**src/rtl/beagleg_pkg.sv**
```systemverilog
`default_nettype none
// +----------------------------------------------------------------------+
// | Package     : beagleg_pkg                                            |
// | Description : Shared types and constants for the segment stepper:    |
// |               FSM state encoding, record byte offsets and defaults.  |
// | Revision    : 1.0 - initial release                                  |
// +----------------------------------------------------------------------+
package beagleg_pkg;

  // Default FIFO word width and words per segment record
  localparam int c_default_word_size    = 8;
  localparam int c_default_record_words = 4;

  // Byte positions inside a record, in FIFO pop order
  localparam int c_byte_ctrl     = 0;  // [3:0] axis mask, [7:4] direction
  localparam int c_byte_count_lo = 1;
  localparam int c_byte_count_hi = 2;
  localparam int c_byte_period   = 3;

  // Fixed datapath widths
  localparam int c_axes    = 4;
  localparam int c_count_w = 16;

  typedef enum logic [1:0] {
    ST_IDLE  = 2'd0,
    ST_FETCH = 2'd1,
    ST_LOAD  = 2'd2,
    ST_RUN   = 2'd3
  } state_t;

endpackage
`default_nettype wire

```
**src/rtl/step_pulse_gen.sv**
```systemverilog
`default_nettype none
// +----------------------------------------------------------------------+
// | Module      : step_pulse_gen                                         |
// | Description : Generates COUNT step intervals of INTERVAL cycles each;|
// |               pulse is high for the first PULSE_CYCLES cycles of     |
// |               every interval, done flags the final interval cycle.   |
// | Revision    : 1.0 - initial release                                  |
// +----------------------------------------------------------------------+
module step_pulse_gen #(
  parameter int INTERVAL_W   = 13,
  parameter int COUNT_W      = 16,
  parameter int PULSE_CYCLES = 8
) (
  input  logic                  clk,
  input  logic                  rst_n,
  input  logic                  start,
  input  logic [INTERVAL_W-1:0] interval,
  input  logic [COUNT_W-1:0]    count,
  output logic                  pulse,
  output logic                  done
);

  localparam logic [INTERVAL_W-1:0] c_pulse_cycles = INTERVAL_W'(PULSE_CYCLES);
  localparam logic [COUNT_W-1:0]    c_one          = COUNT_W'(1);

  logic                  r_active;
  logic [INTERVAL_W-1:0] r_phase;
  logic [INTERVAL_W-1:0] r_last;
  logic [COUNT_W-1:0]    r_remaining;

  logic w_wrap;

  // Phase wraps on the last cycle of each interval
  assign w_wrap = r_active && (r_phase == r_last);
  assign pulse  = r_active && (r_phase < c_pulse_cycles);
  assign done   = w_wrap && (r_remaining == c_one);

  // Interval phase counter and remaining-steps counter
  always_ff @(posedge clk or negedge rst_n) begin
    if (!rst_n) begin
      r_active    <= 1'b0;
      r_phase     <= '0;
      r_last      <= '0;
      r_remaining <= '0;
    end else if (start) begin
      // A zero count never arms the generator
      r_active    <= (count != '0);
      r_phase     <= '0;
      r_last      <= interval - INTERVAL_W'(1);
      r_remaining <= count;
    end else if (r_active) begin
      if (w_wrap) begin
        r_phase <= '0;
        if (r_remaining == c_one) begin
          r_active <= 1'b0;
        end
        r_remaining <= r_remaining - c_one;
      end else begin
        r_phase <= r_phase + INTERVAL_W'(1);
      end
    end
  end

endmodule
`default_nettype wire

```
**src/rtl/segment_stepper.sv**
```systemverilog
`default_nettype none
// +----------------------------------------------------------------------+
// | Module      : segment_stepper                                        |
// | Description : Pops fixed-size segment records from an upstream FIFO  |
// |               and plays each one out as step/dir pulses on 4 axes.   |
// |               Optional build macro SEGMENT_STEPPER_ABORT_EN adds an  |
// |               abort input that drops the current segment.            |
// | Revision    : 1.0 - initial release                                  |
// +----------------------------------------------------------------------+
module segment_stepper
  import beagleg_pkg::*;
#(
  parameter int WORD_SIZE    = c_default_word_size,
  parameter int RECORD_WORDS = c_default_record_words,
  parameter int PERIOD_SHIFT = 4,
  parameter int PULSE_CYCLES = 8
) (
  input  logic                 clk,
  input  logic                 rst_n,
`ifdef SEGMENT_STEPPER_ABORT_EN
  input  logic                 abort,
`endif
  input  logic                 fifo_empty,
  input  logic [WORD_SIZE-1:0] fifo_data,
  output logic                 fifo_read_en,
  output logic [c_axes-1:0]    step,
  output logic [c_axes-1:0]    dir,
  output logic                 busy,
  output logic [c_count_w-1:0] segments_done
);

  // Word counters must be able to hold RECORD_WORDS itself
  localparam int c_cnt_w      = $clog2(RECORD_WORDS + 1);
  // (period + 1) needs 9 bits before the shift
  localparam int c_interval_w = 9 + PERIOD_SHIFT;

  localparam logic [c_cnt_w-1:0] c_rec_words = c_cnt_w'(RECORD_WORDS);
  localparam logic [c_cnt_w-1:0] c_last_word = c_cnt_w'(RECORD_WORDS - 1);

  state_t r_state;
  state_t w_state_next;

  // Fetch bookkeeping: pops issued, words captured, capture due this cycle
  logic [c_cnt_w-1:0] r_issued;
  logic [c_cnt_w-1:0] r_captured;
  logic               r_pending;

  logic [WORD_SIZE-1:0] r_record [RECORD_WORDS];

  logic [c_axes-1:0]    r_mask;
  logic [c_axes-1:0]    r_dir;
  logic [c_count_w-1:0] r_seg_done;

  logic w_pop;
  logic w_load;
  logic w_start;
  logic w_seg_inc;
  logic w_fetch_clear;
  logic w_pulse;
  logic w_done;

  logic [7:0]              w_ctrl;
  logic [7:0]              w_period;
  logic [c_count_w-1:0]    w_count;
  logic [c_interval_w-1:0] w_interval;

  // Record field decode from the assembled words
  assign w_ctrl     = r_record[c_byte_ctrl][7:0];
  assign w_period   = r_record[c_byte_period][7:0];
  assign w_count    = {r_record[c_byte_count_hi][7:0], r_record[c_byte_count_lo][7:0]};
  assign w_interval = c_interval_w'({1'b0, w_period} + 9'd1) << PERIOD_SHIFT;

  // State register
  always_ff @(posedge clk or negedge rst_n) begin
    if (!rst_n) begin
      r_state <= ST_IDLE;
    end else begin
      r_state <= w_state_next;
    end
  end

  // Next-state and control strobes
  always_comb begin
    w_state_next  = r_state;
    w_pop         = 1'b0;
    w_load        = 1'b0;
    w_start       = 1'b0;
    w_seg_inc     = 1'b0;
    w_fetch_clear = (r_state == ST_LOAD);
    case (r_state)
      ST_IDLE: begin
        if (!fifo_empty) begin
          w_state_next = ST_FETCH;
        end
      end
      ST_FETCH: begin
        // Pop only while words are available and the record is not complete
        w_pop = !fifo_empty && (r_issued != c_rec_words);
        if (r_pending && (r_captured == c_last_word)) begin
          w_state_next = ST_LOAD;
        end
      end
      ST_LOAD: begin
        w_load = 1'b1;
        if (w_count == '0) begin
          w_seg_inc    = 1'b1;
          w_state_next = fifo_empty ? ST_IDLE : ST_FETCH;
        end else begin
          w_start      = 1'b1;
          w_state_next = ST_RUN;
        end
      end
      ST_RUN: begin
        if (w_done) begin
          w_seg_inc    = 1'b1;
          w_state_next = fifo_empty ? ST_IDLE : ST_FETCH;
        end
      end
      default: begin
        w_state_next = ST_IDLE;
      end
    endcase
`ifdef SEGMENT_STEPPER_ABORT_EN
    // Abort overrides everything: drop to IDLE, keep dir and segment count
    if (abort) begin
      w_state_next  = ST_IDLE;
      w_pop         = 1'b0;
      w_load        = 1'b0;
      w_start       = 1'b0;
      w_seg_inc     = 1'b0;
      w_fetch_clear = 1'b1;
    end
`endif
  end

  // Fetch counters; a capture lands one cycle after its pop
  always_ff @(posedge clk or negedge rst_n) begin
    if (!rst_n) begin
      r_issued   <= '0;
      r_captured <= '0;
      r_pending  <= 1'b0;
    end else if (w_fetch_clear) begin
      r_issued   <= '0;
      r_captured <= '0;
      r_pending  <= 1'b0;
    end else begin
      r_pending <= w_pop;
      if (w_pop) begin
        r_issued <= r_issued + c_cnt_w'(1);
      end
      if (r_pending) begin
        r_captured <= r_captured + c_cnt_w'(1);
      end
    end
  end

  // Record word capture, slot chosen by the capture counter
  always_ff @(posedge clk or negedge rst_n) begin
    if (!rst_n) begin
      for (int i = 0; i < RECORD_WORDS; i++) begin
        r_record[i] <= '0;
      end
    end else if (r_pending) begin
      for (int i = 0; i < RECORD_WORDS; i++) begin
        if (r_captured == c_cnt_w'(i)) begin
          r_record[i] <= fifo_data;
        end
      end
    end
  end

  // Segment parameters latched in LOAD; dir persists after the segment
  always_ff @(posedge clk or negedge rst_n) begin
    if (!rst_n) begin
      r_mask <= '0;
      r_dir  <= '0;
    end else if (w_load) begin
      r_mask <= w_ctrl[3:0];
      r_dir  <= w_ctrl[7:4];
    end
  end

  // Completed-segment counter, wraps naturally at 16 bits
  always_ff @(posedge clk or negedge rst_n) begin
    if (!rst_n) begin
      r_seg_done <= '0;
    end else if (w_seg_inc) begin
      r_seg_done <= r_seg_done + c_count_w'(1);
    end
  end

  step_pulse_gen #(
    .INTERVAL_W   (c_interval_w),
    .COUNT_W      (c_count_w),
    .PULSE_CYCLES (PULSE_CYCLES)
  ) u_pulse_gen (
    .clk      (clk),
    .rst_n    (rst_n),
    .start    (w_start),
    .interval (w_interval),
    .count    (w_count),
    .pulse    (w_pulse),
    .done     (w_done)
  );

  // Steps only reach the pins while running a segment
  assign step          = (r_state == ST_RUN) ? (r_mask & {c_axes{w_pulse}}) : '0;
  assign dir           = r_dir;
  assign busy          = (r_state != ST_IDLE);
  assign fifo_read_en  = w_pop;
  assign segments_done = r_seg_done;

endmodule
`default_nettype wire

```
**config.mk**
```make
export PLATFORM = sky130hd
export DESIGN_NAME = segment_stepper
export DESIGN_NICKNAME = d
export VERILOG_FILES = /design/src/rtl/beagleg_pkg.sv /design/src/rtl/step_pulse_gen.sv /design/src/rtl/segment_stepper.sv
export SDC_FILE = /design/constraint.sdc
export NUM_CORES = 1
export LEC_CHECK = 0
export ABC_AREA = 1
export CAP_MARGIN = 20
export CORE_UTILIZATION = 60
export CTS_CLUSTER_SIZE = 12
export DETAILED_ROUTE_END_ITERATION = 10
export PLACE_DENSITY = 0.78
export SKIP_LAST_GASP = 1
export SLEW_MARGIN = 10
export SYNTH_ARGS = -nofsm -noshare
export SYNTH_HDL_FRONTEND = slang
export SYNTH_SLANG_ARGS = --single-unit
```
**constraint.sdc**
```tcl
create_clock -name clk -period 2.8 [get_ports clk]
set_clock_uncertainty 0.1 [all_clocks]
set_input_delay 0.28 -clock clk [delete_from_list [all_inputs] [get_ports clk]]
set_output_delay 0.28 -clock clk [all_outputs]
set_load 0.05 [all_outputs]
```
==> metrics.md <==
| Metric | Value |
|---|---|
| Critical path startpoint category | flip-flop |
| Clk sink count | 105 |
| Post-Syn Area | 0.00584 mm2 |
| Layout cell share with drive strength beyond 1 | 4.70% |
| Register bit total from synthesis | 105 |
| Crit path max-delay cell type | dlygate4sd2_1 |
| Die Area | 0.0101 mm2 |
| Vias/cell | 5.40 |
| GP Congestion | between 0.8 and 0.9 |
| HP Class | in -> async |
| CP cell instances | nor4_1 -> nand3_1 -> nor2_1 -> dlygate4sd2_1 |
| Logic pwr share | 2.3% |
| Reg2Reg Launch Point | r_record[16]$_DFFE_PN0P_ |
| Wire length per cell | 13.6 um |
| GR Util met2 | 47.0% |
| Reg2reg setup slack | 0.58 ns |
| Yosys warning count | 0 |
| Num rows | 35 |
| Core area | about 0.0093 mm2 |
| Die X | 101 um |
| Leak pwr | 3.45 nW |
| Synthesized area per cell | roughly 7.4 um2 |
| Async SR Flop Fraction | 100% |
| WP buf/inv | 1 |
| Top_reg_cell synth | dfrtp_1 |
| CTS tree | yes |
| Ratio of final minimum period to clock period | 93.5% |
| DR DRC count | 0 |
| Clk_lat worst skew | 0.39 ns |
| Vias | about 5,200 |
| GRT overflow | 0 |
| Maximum clock frequency | 382 MHz |
| Clock buffer depth | 2 |
| Area Growth Syn to Fin | 12.3% |
| Slew at the pin with the worst max-slew slack | 0.635 ns |
| Gate count after technology mapping | 788 |
| Global-route wire length before repair | 22.0 mm |
| Antenna Cells | 0 |
| Arrival time at the worst endpoint | around 2.2 ns |
| Final hold violations | 0 |
| DR iter-0 viols | between 200 and 300 |
| Final nets | 847 |
| Total GRT Usage | between 20% and 30% |
| Antenna violations before repair | 0 |
| Sequential power share | 59.6% |
| R2R cell count | 10 |
| Power Dens Cells | 388 mW/mm2 |
| CP Data Required Time | 2.42 ns |
| Initial Util | 62.6% |
| Internal power | 1.89 mW |
| Cell variety after synth | 30 |
| Detailed-router iteration count before antenna repair | 5 |
| Die height | 101 um |
| Max H-tree Level | 3 |
| Fin. max-slew vios | 0 |
| Clk pin slew, worst setup/hold paths | 0.12 ns |
| Largest net degree at the start of global routing | 59 |
| Layer carrying the most global-route usage | met2 |
| Final setup TNS | 0 ns |
| Root Driver | clkbuf_8 |
| Switching Share | 25.6% |
| Final Setup Violations | 0 |
| Cell Area, Placed | between 0.006 and 0.007 mm2 |
| Critical Path End Type | primary output |
| Post-synthesis sequential area ratio | around 45% |
| Slowest stage delay, CP | 0.54 ns |
| Max-cap viol count | 0 |
| RSZ-0062 raised after global routing | false |
| Status | finished clean |
| Vias in the first global route | 4,740 |
| Met3 Resource Use GR | under 10% |
| Detailed placer's ending HPWL | 9.52 mm |
| Commonest non-fill, non-tap cells in the layout | nand2_1 (259), dfrtp_1 (105), inv_1 (86) |
| NetSw | 0.652 mW |
| Slew headroom | 57.7% |
| Max IR drop VDD | 320 uV |
| Antenna-violating nets left | 0 |
| Reg2reg end | u_pulse_gen.r_phase[6]$_DFFE_PN0P_ |
| Number of synthesized flops with an enable pin | 0 |
| Met1 usage | between 30% and 40% |
| Largest delay share family, worst path | simple AND/OR/NAND/NOR gates |
| Port Buffer Count | 36 |
| Max FO, Critical Path | 7 |
| CTS Buf Count | 9 |
| Total routed wirelength | between 10 and 15 mm |
| Layout Cell Area excl Fill | around 0.0066 mm2 |
| # IOs | 37 |
| Most common cell after layout, fill and taps aside | nand2_1 |
| Shortest period the worst path allows | 2.62 ns |
| Syn_nets | slightly above 800 |
| Hold slack | ~0.35 ns |
| Final core utilization | 70.3% |
| Crit path kind | reg -> out |
| Clk pwr share | 38.1% |
[cells in the mapped netlist, types with 2 or more instances]
master    instances  area share (%)
xor2_1           23             3.4
nand3_1          62             5.3
nor4_1            5            0.54
xnor2_1          11             1.6
nor3_1           16             1.4
inv_1            86             5.5
clkbuf_1         12            0.77
dfrtp_1         105              45
ha_1             12             2.6
nand2_1         259              17
a31oi_1           3            0.32
nor2_1           77             4.9
buf_2             9            0.77
nand2_2           4            0.43
o21ai_0          48             4.1
o211ai_1          4            0.51
nand4_1          31             3.3
a21oi_1           8            0.69
inv_2             2            0.13
[layer usage]
metal  part of all wire, %  up-vias
li1                      -     2597
met1                    45     2410
met3                   5.2       19
met4                   1.3        0
met2                    49      147
met5                     0        -
[metrics by stage]
stage | power (mW) | setup slack [ns] | instances
floorplan | 1.55 | 0.918 | 788
global placement | 1.60 | 0.384 | 941
detailed placement | 1.60 | 0.338 | 941
CTS | 2.57 | 0.179 | 958
global route | 2.63 | 0.0596 | 958
finish | 2.54 | 0.183 | 958
[how the worst max path moves through the flow]
stage / end / startpoint / cells after the start / slack [ns]
global route: step[0] / u_pulse_gen.r_phase[5]$_DFFE_PN0P_ / 4 / 0.06
floorplan: step[0] / u_pulse_gen.r_phase[5]$_DFFE_PN0P_ / 3 / 0.92
finish: step[0] / u_pulse_gen.r_phase[5]$_DFFE_PN0P_ / 4 / 0.18
detailed placement: step[1] / u_pulse_gen.r_phase[5]$_DFFE_PN0P_ / 4 / 0.34
global placement: step[3] / u_pulse_gen.r_phase[5]$_DFFE_PN0P_ / 4 / 0.38
CTS: step[0] / u_pulse_gen.r_phase[5]$_DFFE_PN0P_ / 4 / 0.18
[final cells by class]
type                       count  area, um2
timing repair buffer          47        450
inverter                      88        330
clock buffer                   9        124
tap                          129        161
sequential                   105       2630
clock inverter                 7       86.3
multi-input combinational    573       2780
fill                         792       2770
[power groups by stage]
stage | clock, mW | sequential, mW | combinational [mW]
after detailed placement | 0 | 1.55 | 0.0587
after global routing | 1.05 | 1.52 | 0.0658
final | 0.970 | 1.52 | 0.0573
after global placement | 0 | 1.55 | 0.0581
after floorplan | 0 | 1.55 | 0.00561
after CTS | 0.991 | 1.52 | 0.0596
[cell families (layout without fill, tap and decap cells)]
| family | Yosys count | after routing | share of synthesized area (%) |
|---|---|---|---|
| AND/OR/NAND/NOR | 458 | 458 | 33.3 |
| buffers and inverters | 110 | 151 | 7.39 |
| flip-flops | 105 | 105 | 45.0 |
| AO/OA/AOI/OAI | 69 | 69 | 6.60 |
| XOR/XNOR | 34 | 34 | 5.10 |
| adder cells (fa/ha/maj) | 12 | 12 | 2.57 |
[registers in the layout, indices dropped and copies added, names as in the netlist]
signal	cells
w_ctrl	8
u_pulse_gen.r_phase	13
r_mask	4
u_pulse_gen.r_last	10
dir	4
w_period	8
r_pending	1
u_pulse_gen.r_active	1
segments_done	16
r_record	16
r_issued	3
r_captured	3
u_pulse_gen.r_remaining	16
r_state	2
[timing repair]
item                                    in CTS  in global routing
resized for setup                            4                  0
endpoints found under the hold margin       47                  0
buffers inserted                             0                  0
hold buffers                                 1                  0
endpoints found under the setup margin       4                  0
Note: power is estimated with default switching activity, not from simulation.
